**config.mk**
```make
export PLATFORM = sky130hd
export DESIGN_NAME = pipe_reg_hs
export DESIGN_NICKNAME = d
export VERILOG_FILES = /design/src/rtl/pipe_reg_hs.sv
export SDC_FILE = /design/constraint.sdc
export NUM_CORES = 1
export LEC_CHECK = 0
export ABC_AREA = 1
export ABC_CLOCK_PERIOD_IN_PS = 7600
export CAP_MARGIN = 20
export CELL_PAD_IN_SITES_DETAIL_PLACEMENT = 0
export CELL_PAD_IN_SITES_GLOBAL_PLACEMENT = 1
export CORE_UTILIZATION = 34
export DETAILED_ROUTE_END_ITERATION = 7
export GPL_TIMING_DRIVEN = 0
export PLACE_DENSITY = 0.87
export SYNTH_ARGS = -nofsm -noshare
export SYNTH_HDL_FRONTEND = slang
export SYNTH_SLANG_ARGS = --single-unit
```
**constraint.sdc**
```tcl
create_clock -name clk -period 7.6 [get_ports clk]
set_input_delay 2.28 -clock clk [delete_from_list [all_inputs] [get_ports clk]]
set_output_delay 2.28 -clock clk [all_outputs]
set_load 0.05 [all_outputs]
```
**src/rtl/pipe_reg_hs.sv**
```systemverilog
// Elastic pipeline register: valid/ready handshake, main + skid storage, registered up_ready_o.
// Optional saturating stall/bubble counters are built only when PIPE_REG_HS_PERF_EN is defined.
module pipe_reg_hs #(
  parameter int DW    = 32,
  parameter int CNT_W = 16
) (
  input  logic             clk,
  input  logic             rst_n,
  input  logic             flush_i,
  input  logic [DW-1:0]    default_data_i,
  input  logic             up_valid_i,
  output logic             up_ready_o,
  input  logic [DW-1:0]    up_data_i,
  output logic             dn_valid_o,
  input  logic             dn_ready_i,
  output logic [DW-1:0]    dn_data_o,
  output logic [CNT_W-1:0] stall_cnt_o,
  output logic [CNT_W-1:0] bubble_cnt_o
);

  typedef enum logic [1:0] {
    EMPTY = 2'd0,
    ONE   = 2'd1,
    FULL  = 2'd2
  } state_t;

  state_t        state_q, state_d;
  logic [DW-1:0] main_q, skid_q;
  logic          up_ready_q, dn_valid_q;
  logic          up_fire, dn_fire;
  logic          load_main_up, load_main_skid, load_skid;

  assign up_fire = up_valid_i & up_ready_q;
  assign dn_fire = dn_valid_q & dn_ready_i;

  // Handshake outputs get their own flops so neither depends combinationally on a port.
  // NOTE: sequential state uses non-blocking assignments so every flop samples pre-edge values.
  always_ff @(posedge clk) begin
    if (!rst_n) begin
      state_q    <= EMPTY;
      up_ready_q <= 1'b1;
      dn_valid_q <= 1'b0;
    end else begin
      state_q    <= state_d;
      up_ready_q <= (state_d != FULL);
      dn_valid_q <= (state_d != EMPTY);
    end
  end

  // NOTE: every comb output gets a default first so no path can infer a latch.
  always_comb begin
    state_d = state_q;
    if (flush_i) begin
      state_d = EMPTY;
    end else begin
      unique case (state_q)
        EMPTY: if (up_fire) state_d = ONE;
        ONE: begin
          if (up_fire && !dn_fire)      state_d = FULL;
          else if (!up_fire && dn_fire) state_d = EMPTY;
        end
        FULL:    if (dn_fire) state_d = ONE;
        default: state_d = EMPTY;
      endcase
    end
  end

  always_comb begin
    load_main_up   = 1'b0;
    load_main_skid = 1'b0;
    load_skid      = 1'b0;
    unique case (state_q)
      EMPTY: load_main_up = up_fire;
      ONE: begin
        load_main_up = up_fire & dn_fire;
        load_skid    = up_fire & ~dn_fire;
      end
      FULL:    load_main_skid = dn_fire;
      default: ;
    endcase
  end

  assign up_ready_o = up_ready_q;
  assign dn_valid_o = dn_valid_q;
  assign dn_data_o  = main_q;

  // Flush outranks any load; a beat taken during a flush is simply never stored.
  always_ff @(posedge clk) begin
    if (!rst_n) begin
      main_q <= default_data_i;
      skid_q <= '0;
    end else begin
      if (flush_i)             main_q <= default_data_i;
      else if (load_main_up)   main_q <= up_data_i;
      else if (load_main_skid) main_q <= skid_q;
      if (!flush_i && load_skid) skid_q <= up_data_i;
    end
  end

`ifdef PIPE_REG_HS_PERF_EN
  logic [CNT_W-1:0] stall_q, bubble_q;

  // Counters see pre-edge handshake state, keep counting through flush, stick at all-ones.
  always_ff @(posedge clk) begin
    if (!rst_n) begin
      stall_q  <= '0;
      bubble_q <= '0;
    end else begin
      if (dn_valid_q && !dn_ready_i && stall_q != '1)  stall_q  <= stall_q + CNT_W'(1);
      if (dn_ready_i && !dn_valid_q && bubble_q != '1) bubble_q <= bubble_q + CNT_W'(1);
    end
  end

  assign stall_cnt_o  = stall_q;
  assign bubble_cnt_o = bubble_q;
`else
  assign stall_cnt_o  = '0;
  assign bubble_cnt_o = '0;
`endif

endmodule

```
==> results of run 1 <==
## cell families after synthesis
| family | synth area share |
|---|---|
| compound gates | 0.002614 |
| buf+inv | 0.2123 |
| flops | 0.4396 |
| other cells | 0.0009804 |
| simple gates | 0.3445 |
## registers in the layout, indices dropped and copies added (netlist names)
signal      flops
skid_q         32
state_q         2
dn_data_o      32
up_ready_o      1
dn_valid_o      1
## cell usage after synthesis (3+ instances only)
cell type  number  area share
nand2_1       168        0.16
inv_1          99       0.097
nand3_1        99        0.13
dfxtp_1        36        0.19
nor2_1         33       0.032
buf_4          32       0.063
edfxtp_1       32        0.25
buf_2          10       0.013
buf_6           9       0.026
buf_1           6      0.0059
inv_2           4      0.0039
clkbuf_1        3      0.0029
nand2_2         3      0.0049
## critical path: stages
cell,delay (ps)
clkdlybuf4s50_1,410
inv_2,150
nand2_1,200
inv_2,190
buf_2,260
nand3_2,260
buf_12,260
## power by group
part           switching, mW  internal [mW]  total [mW]
clock                  0.135          0.158       0.293
combinational          0.173         0.0994       0.272
sequential           0.00604          0.409       0.415
## how the worst max path moves through the flow
stage / startpoint / to / slack [ps]
finish: flush_i / dn_data_o[1]$_DFFE_PP_ / 3670
floorplan: rst_n / dn_data_o[0]$_DFFE_PP_ / 3440
detailed placement: flush_i / dn_data_o[1]$_DFFE_PP_ / 3280
global route: flush_i / dn_data_o[17]$_DFFE_PP_ / 3520
global placement: flush_i / dn_data_o[1]$_DFFE_PP_ / 2070
CTS: flush_i / dn_data_o[1]$_DFFE_PP_ / 3650
## area by class of cell
type	count	area (um^2)	share of cell area
Buffer	60	425.4	0.07959
Clock buffer	11	141.4	0.02645
Clock inverter	5	51.30	0.009597
Inverter	103	386.6	0.07233
Multi-Input combinational cell	340	1453	0.2718
Sequential cell	68	1682	0.3146
Tap cell	140	175.2	0.03277
Timing Repair Buffer	102	1031	0.1929
## stage by stage
step / cell area (um^2) / total power, mW / std cells / setup slack, ps / util
2_1_floorplan: 3941 / 0.6064 / 571 / 3445 / -
3_3_place_gp: 5127 / 0.6931 / 812 / 2074 / 0.4709
3_5_place_dp: 5152 / 0.6961 / 813 / 3276 / 0.4732
4_1_cts: 5345 / 0.9918 / 829 / 3649 / 0.4909
5_1_grt: 5345 / 1.033 / 829 / 3521 / 0.4909
6_report: 5345 / 0.9804 / 829 / 3668 / 0.4909
## layer usage
layer,vias to the layer above,global-route usage,share of wire
met5,-,0,0
met4,0,0.07045,0.015
met3,9,0.04159,0.061
met2,112,0.2898,0.48
met1,1587,0.2096,0.44
li1,1858,-,-
==> flow_summary.yaml, run 1 <==
outcome:
  outcome: "completed"
floorplanning:
  rows: 38
  start_util: 0.3513
  coreArea_um2: 10890
  die_area_um2: 11680
  die_width_um: 108.1
  ioPinCount: 135
  die_h_um: 108.1
synth:
  synthFlopType: "dfxtp_1"
  async_reset_ff_frac: 0
  avgSynthCellArea_um2: 7.083
  postSynthCellCount: 540
  yosys_warnings: 0
  synthesis.area_um2: 3825
  synth-seq-cells: 68
  synth.distinct_cells: 19
  synth-seq-area-share: 0.4396
  synth_edf_count: 32
worst_setup_path:
  cp.required_ps: 7700
  critPathCaptureType: "flip-flop"
  r2r_setup_slack_ps: 5820
  crit_fanout: 26
  r2r_end: "dn_data_o[1]$_DFFE_PP_"
  worst-setup-path-type: "in2reg"
  reg2reg_depth: 6
  start_kind: "input pin"
  reg2reg_from: "dn_valid_o$_SDFF_PN0_"
  crit_arrival_ps: 4030
cts:
  clock-sinks: 68
  numCtsBuffers: 9
  cts_hold_buf: 0
  cts_tree: "yes"
  cts_setup_buffers: 0
  clkTransAtPathRegs_ps: 70
  h-tree-depth: 3
  root_buffer: "clkbuf_8"
  post_cts_resized: 0
  cts_max_path_buffers: 2
  clock_latency_ps: 350
grt:
  grt_pass1_wl_um: 15390
  grt.total_usage: 0.1721
  antenna_found_initial: 0
  grt_pass1_vias: 3391
  grt_max_degree: 27
  globalRouteOverflowTotal: 0
flow_run:
  drv_cap: 0
timing:
  setup_viol: 0
  slew_violations: 0
  finalCritPeriodShare: 0.5174
  holdWs_ps: 515.6
  worst_pin_slew_ps: 518.7
  clock.fmax_mhz: 254.3
  period_needed_ps: 3932
  fin_tns_setup_ps: 0
  max_slew_margin: 0.6531
  rsz0062_at_grt: "no"
  finalClockSkew_ps: 6.952
  hold_viol: 0
detailed_routing:
  vias: 3566
  antenna_left: 0
  drc_errors: 0
  first_pass_iters: 4
  drtIter0Drc: 124
  drt_wl_total_um: 9428
  viasPerCell: 4.302
  wl_per_cell_um: 11.37
cells_and_area:
  fill_cells: 1113
  drive_above_1_share: 0.1118
  final_common_cell: "nand2_1"
  areaGrowthSynthToFinish_pct: 39.74
  antenna_cells: 0
  finalNetCount: 753
  layout_common_cells: "168 x nand2_1, 101 x clkdlybuf4s50_1, 99 x inv_1"
placed_design:
  hpwl_um: 6656
  place.gp.congestion: 0.7378
  io_buffers: 101
power:
  peakVddDrop_mv: 0.07352
  power.leakage_nw: 2.714
  p_per_area_nw_per_um2: 183.4
min_path:
  holdPathStages: 4
  hold_class: "reg2reg"
  min_to: "skid_q[19]$_SDFFE_PN0P_"
  min_from: "skid_q[19]$_SDFFE_PN0P_"
Power figures use the tool's default switching activity.
==> run 2: changes to the inputs <==
--- a/config.mk
+++ b/config.mk
@@ -6,14 +6,14 @@
 export NUM_CORES = 1
 export LEC_CHECK = 0
 export ABC_AREA = 1
-export ABC_CLOCK_PERIOD_IN_PS = 7600
+export ABC_CLOCK_PERIOD_IN_PS = 3900
 export CAP_MARGIN = 20
 export CELL_PAD_IN_SITES_DETAIL_PLACEMENT = 0
 export CELL_PAD_IN_SITES_GLOBAL_PLACEMENT = 1
-export CORE_UTILIZATION = 34
+export CORE_UTILIZATION = 31
 export DETAILED_ROUTE_END_ITERATION = 7
 export GPL_TIMING_DRIVEN = 0
-export PLACE_DENSITY = 0.87
+export PLACE_DENSITY = 0.81
 export SYNTH_ARGS = -nofsm -noshare
 export SYNTH_HDL_FRONTEND = slang
 export SYNTH_SLANG_ARGS = --single-unit
==> constraint.sdc (replaced) <==
create_clock -name clk -period 3.9 [get_ports clk]
set_input_delay 1.17 -clock clk [delete_from_list [all_inputs] [get_ports clk]]
set_output_delay 1.17 -clock clk [all_outputs]
set_load 0.05 [all_outputs]
==> run 2 against run 1 <==
Against the previous run:
- worst setup slack got worse by 3100 ps
- die area rose by 9.5%
- critical path type unchanged
- count of clock-buffer cells in the layout fell by 1
- clock skew fell by 1.1 ps
- clock power rose to 2.7 times the previous value
- largest power group unchanged
==> flow_summary.yaml, run 2 (synthesis results as in run 1) <==
timing:
  worst_pin_slew_ps: 884.6
  fin_ws_ps: 546.1
  clock.fmax_mhz: 298.2
  slew_violations: 0
  setup_viol: 0
  hold_viol: 0
  max_slew_margin: 0.4096
  period_needed_ps: 3354
  finalClockSkew_ps: 5.819
  rsz0062_at_grt: "no"
  finalCritPeriodShare: 0.8600
cts:
  clkTransAtPathRegs_ps: 60
  cts_setup_buffers: 0
  h-tree-depth: 3
  cts_hold_buf: 0
  post_cts_resized: 0
  numCtsBuffers: 9
  clock_latency_ps: 330
  cts_max_path_buffers: 2
  root_buffer: "clkbuf_16"
  clock-sinks: 68
  cts_tree: "yes"
worst_setup_path:
  path_cells: "clkdlybuf4s50_1 -> inv_2 -> nand2_1 -> inv_2 -> buf_2 -> nand3_2"
  crit_path_max_incr_delay_ps: 720
  crit_arrival_ps: 3160
  cp_top_family: "buffers and inverters"
  crit_top_cell: "inv_2"
  cp.required_ps: 3710
  crit_fanout: 32
  slowest_stage: "nand3_2"
  reg2reg_depth: 5
  start_kind: "input pin"
  cp_num_buf_inv: 4
  crit_cells: 6
  critPathCaptureType: "flip-flop"
  worst-setup-path-type: "in2reg"
placed_design:
  hpwl_um: 6825
  pre_cts_ws_ps: 85.39
  place.gp.congestion: 0.7773
  io_buffers: 101
min_path:
  hold_class: "reg2reg"
  holdPathStages: 4
flow_run:
  drv_cap: 0
power:
  power.total_mw: 2.122
  peakVddDrop_mv: 0.1940
  power.leakage_nw: 2.744
  p_per_area_nw_per_um2: 391.1
floorplanning:
  die_h_um: 113.1
  start_util: 0.3184
  die_width_um: 113.1
  die_area_um2: 12790
  coreArea_um2: 12010
  rows: 40
  ioPinCount: 135
outcome:
  outcome: "completed"
grt:
  grt_pass1_vias: 3362
  globalRouteOverflowTotal: 0
  grt_pass1_wl_um: 15750
  grt.total_usage: 0.1603
  grt_max_degree: 33
  antenna_found_initial: 0
cells_and_area:
  final_common_cell: "nand2_1"
  antenna_cells: 0
  layout_common_cells: "168 x nand2_1, 101 x clkdlybuf4s50_1, 99 x inv_1"
  fin_util: 0.4517
  fill_cells: 1213
  finalNetCount: 752
  drive_above_1_share: 0.1090
  areaGrowthSynthToFinish_pct: 41.84
detailed_routing:
  drtIter0Drc: 140
  drt_wl_total_um: 9735
  drc_errors: 0
  met1Wirelength_um: 4219
  wl_per_cell_um: 11.66
  wl_met2_um: 4768
  wl_met3_um: 558
  vias: 3553
  antenna_left: 0
  first_pass_iters: 4
  viasPerCell: 4.255
  top_layer_used: "met4"
run 2: tightest hold or removal path: cells and delay by family, from the launching register on:
kind / cells / cell delay (ps)
buffers and inverters: 2 / 100
flip-flops: 1 / 290
AND/OR/NAND/NOR: 2 / 80
run 2: per-layer routing:
metal  track usage  vias to the layer above
met5             0                        -
met4       0.07368                        0
met2        0.2761                      110
li1              -                     1860
met1        0.1938                     1571
met3       0.02999                       12
run 2: final timing paths:
check / end / startpoint / slack (ps)
worst max register to register: dn_data_o[10]$_DFFE_PP_ / dn_valid_o$_SDFF_PN0_ / 1660
worst min-delay path: skid_q[19]$_SDFFE_PN0P_ / skid_q[19]$_SDFFE_PN0P_ / 510
worst max-delay path: dn_data_o[10]$_DFFE_PP_ / flush_i / 550
worst min register to register: skid_q[19]$_SDFFE_PN0P_ / skid_q[19]$_SDFFE_PN0P_ / 510
run 2: final cells by class:
class / instances / area (um^2) / area share
Sequential cell: 68 / 1682 / 0.3100
Clock inverter: 6 / 55.05 / 0.01015
Clock buffer: 10 / 229.0 / 0.04220
Tap cell: 147 / 183.9 / 0.03390
Buffer: 60 / 425.4 / 0.07841
Inverter: 103 / 386.6 / 0.07126
Multi-Input combinational cell: 340 / 1453 / 0.2678
Timing Repair Buffer: 101 / 1011 / 0.1863
run 2: stage by stage:
step / hold slack, ps / instance area, um^2 / TNS [ps] / cells
floorplan: 491.9 / 3941 / 0 / 571
global placement: 500.7 / 5136 / -15610 / 819
detailed placement: 501.7 / 5141 / 0 / 819
CTS: 512.6 / 5425 / 0 / 835
global route: 541.3 / 5425 / 0 / 835
finish: 512.1 / 5425 / 0 / 835
run 2: where the power goes:
group	internal, mW	total, mW	leakage [nW]	switching (mW)
clock	0.488	0.781	0.137	0.293
combinational	0.192	0.531	1.98	0.339
sequential	0.798	0.810	0.630	0.0118
==> run 3: changes to the inputs <==
--- a/config.mk
+++ b/config.mk
@@ -13,6 +13,7 @@
 export CORE_UTILIZATION = 31
 export DETAILED_ROUTE_END_ITERATION = 7
 export GPL_TIMING_DRIVEN = 0
+export HOLD_SLACK_MARGIN = 0.12
 export PLACE_DENSITY = 0.81
 export SYNTH_ARGS = -nofsm -noshare
 export SYNTH_HDL_FRONTEND = slang
==> results of run 3 <==
Final layout, timing and power as in run 2 (identical DEF).
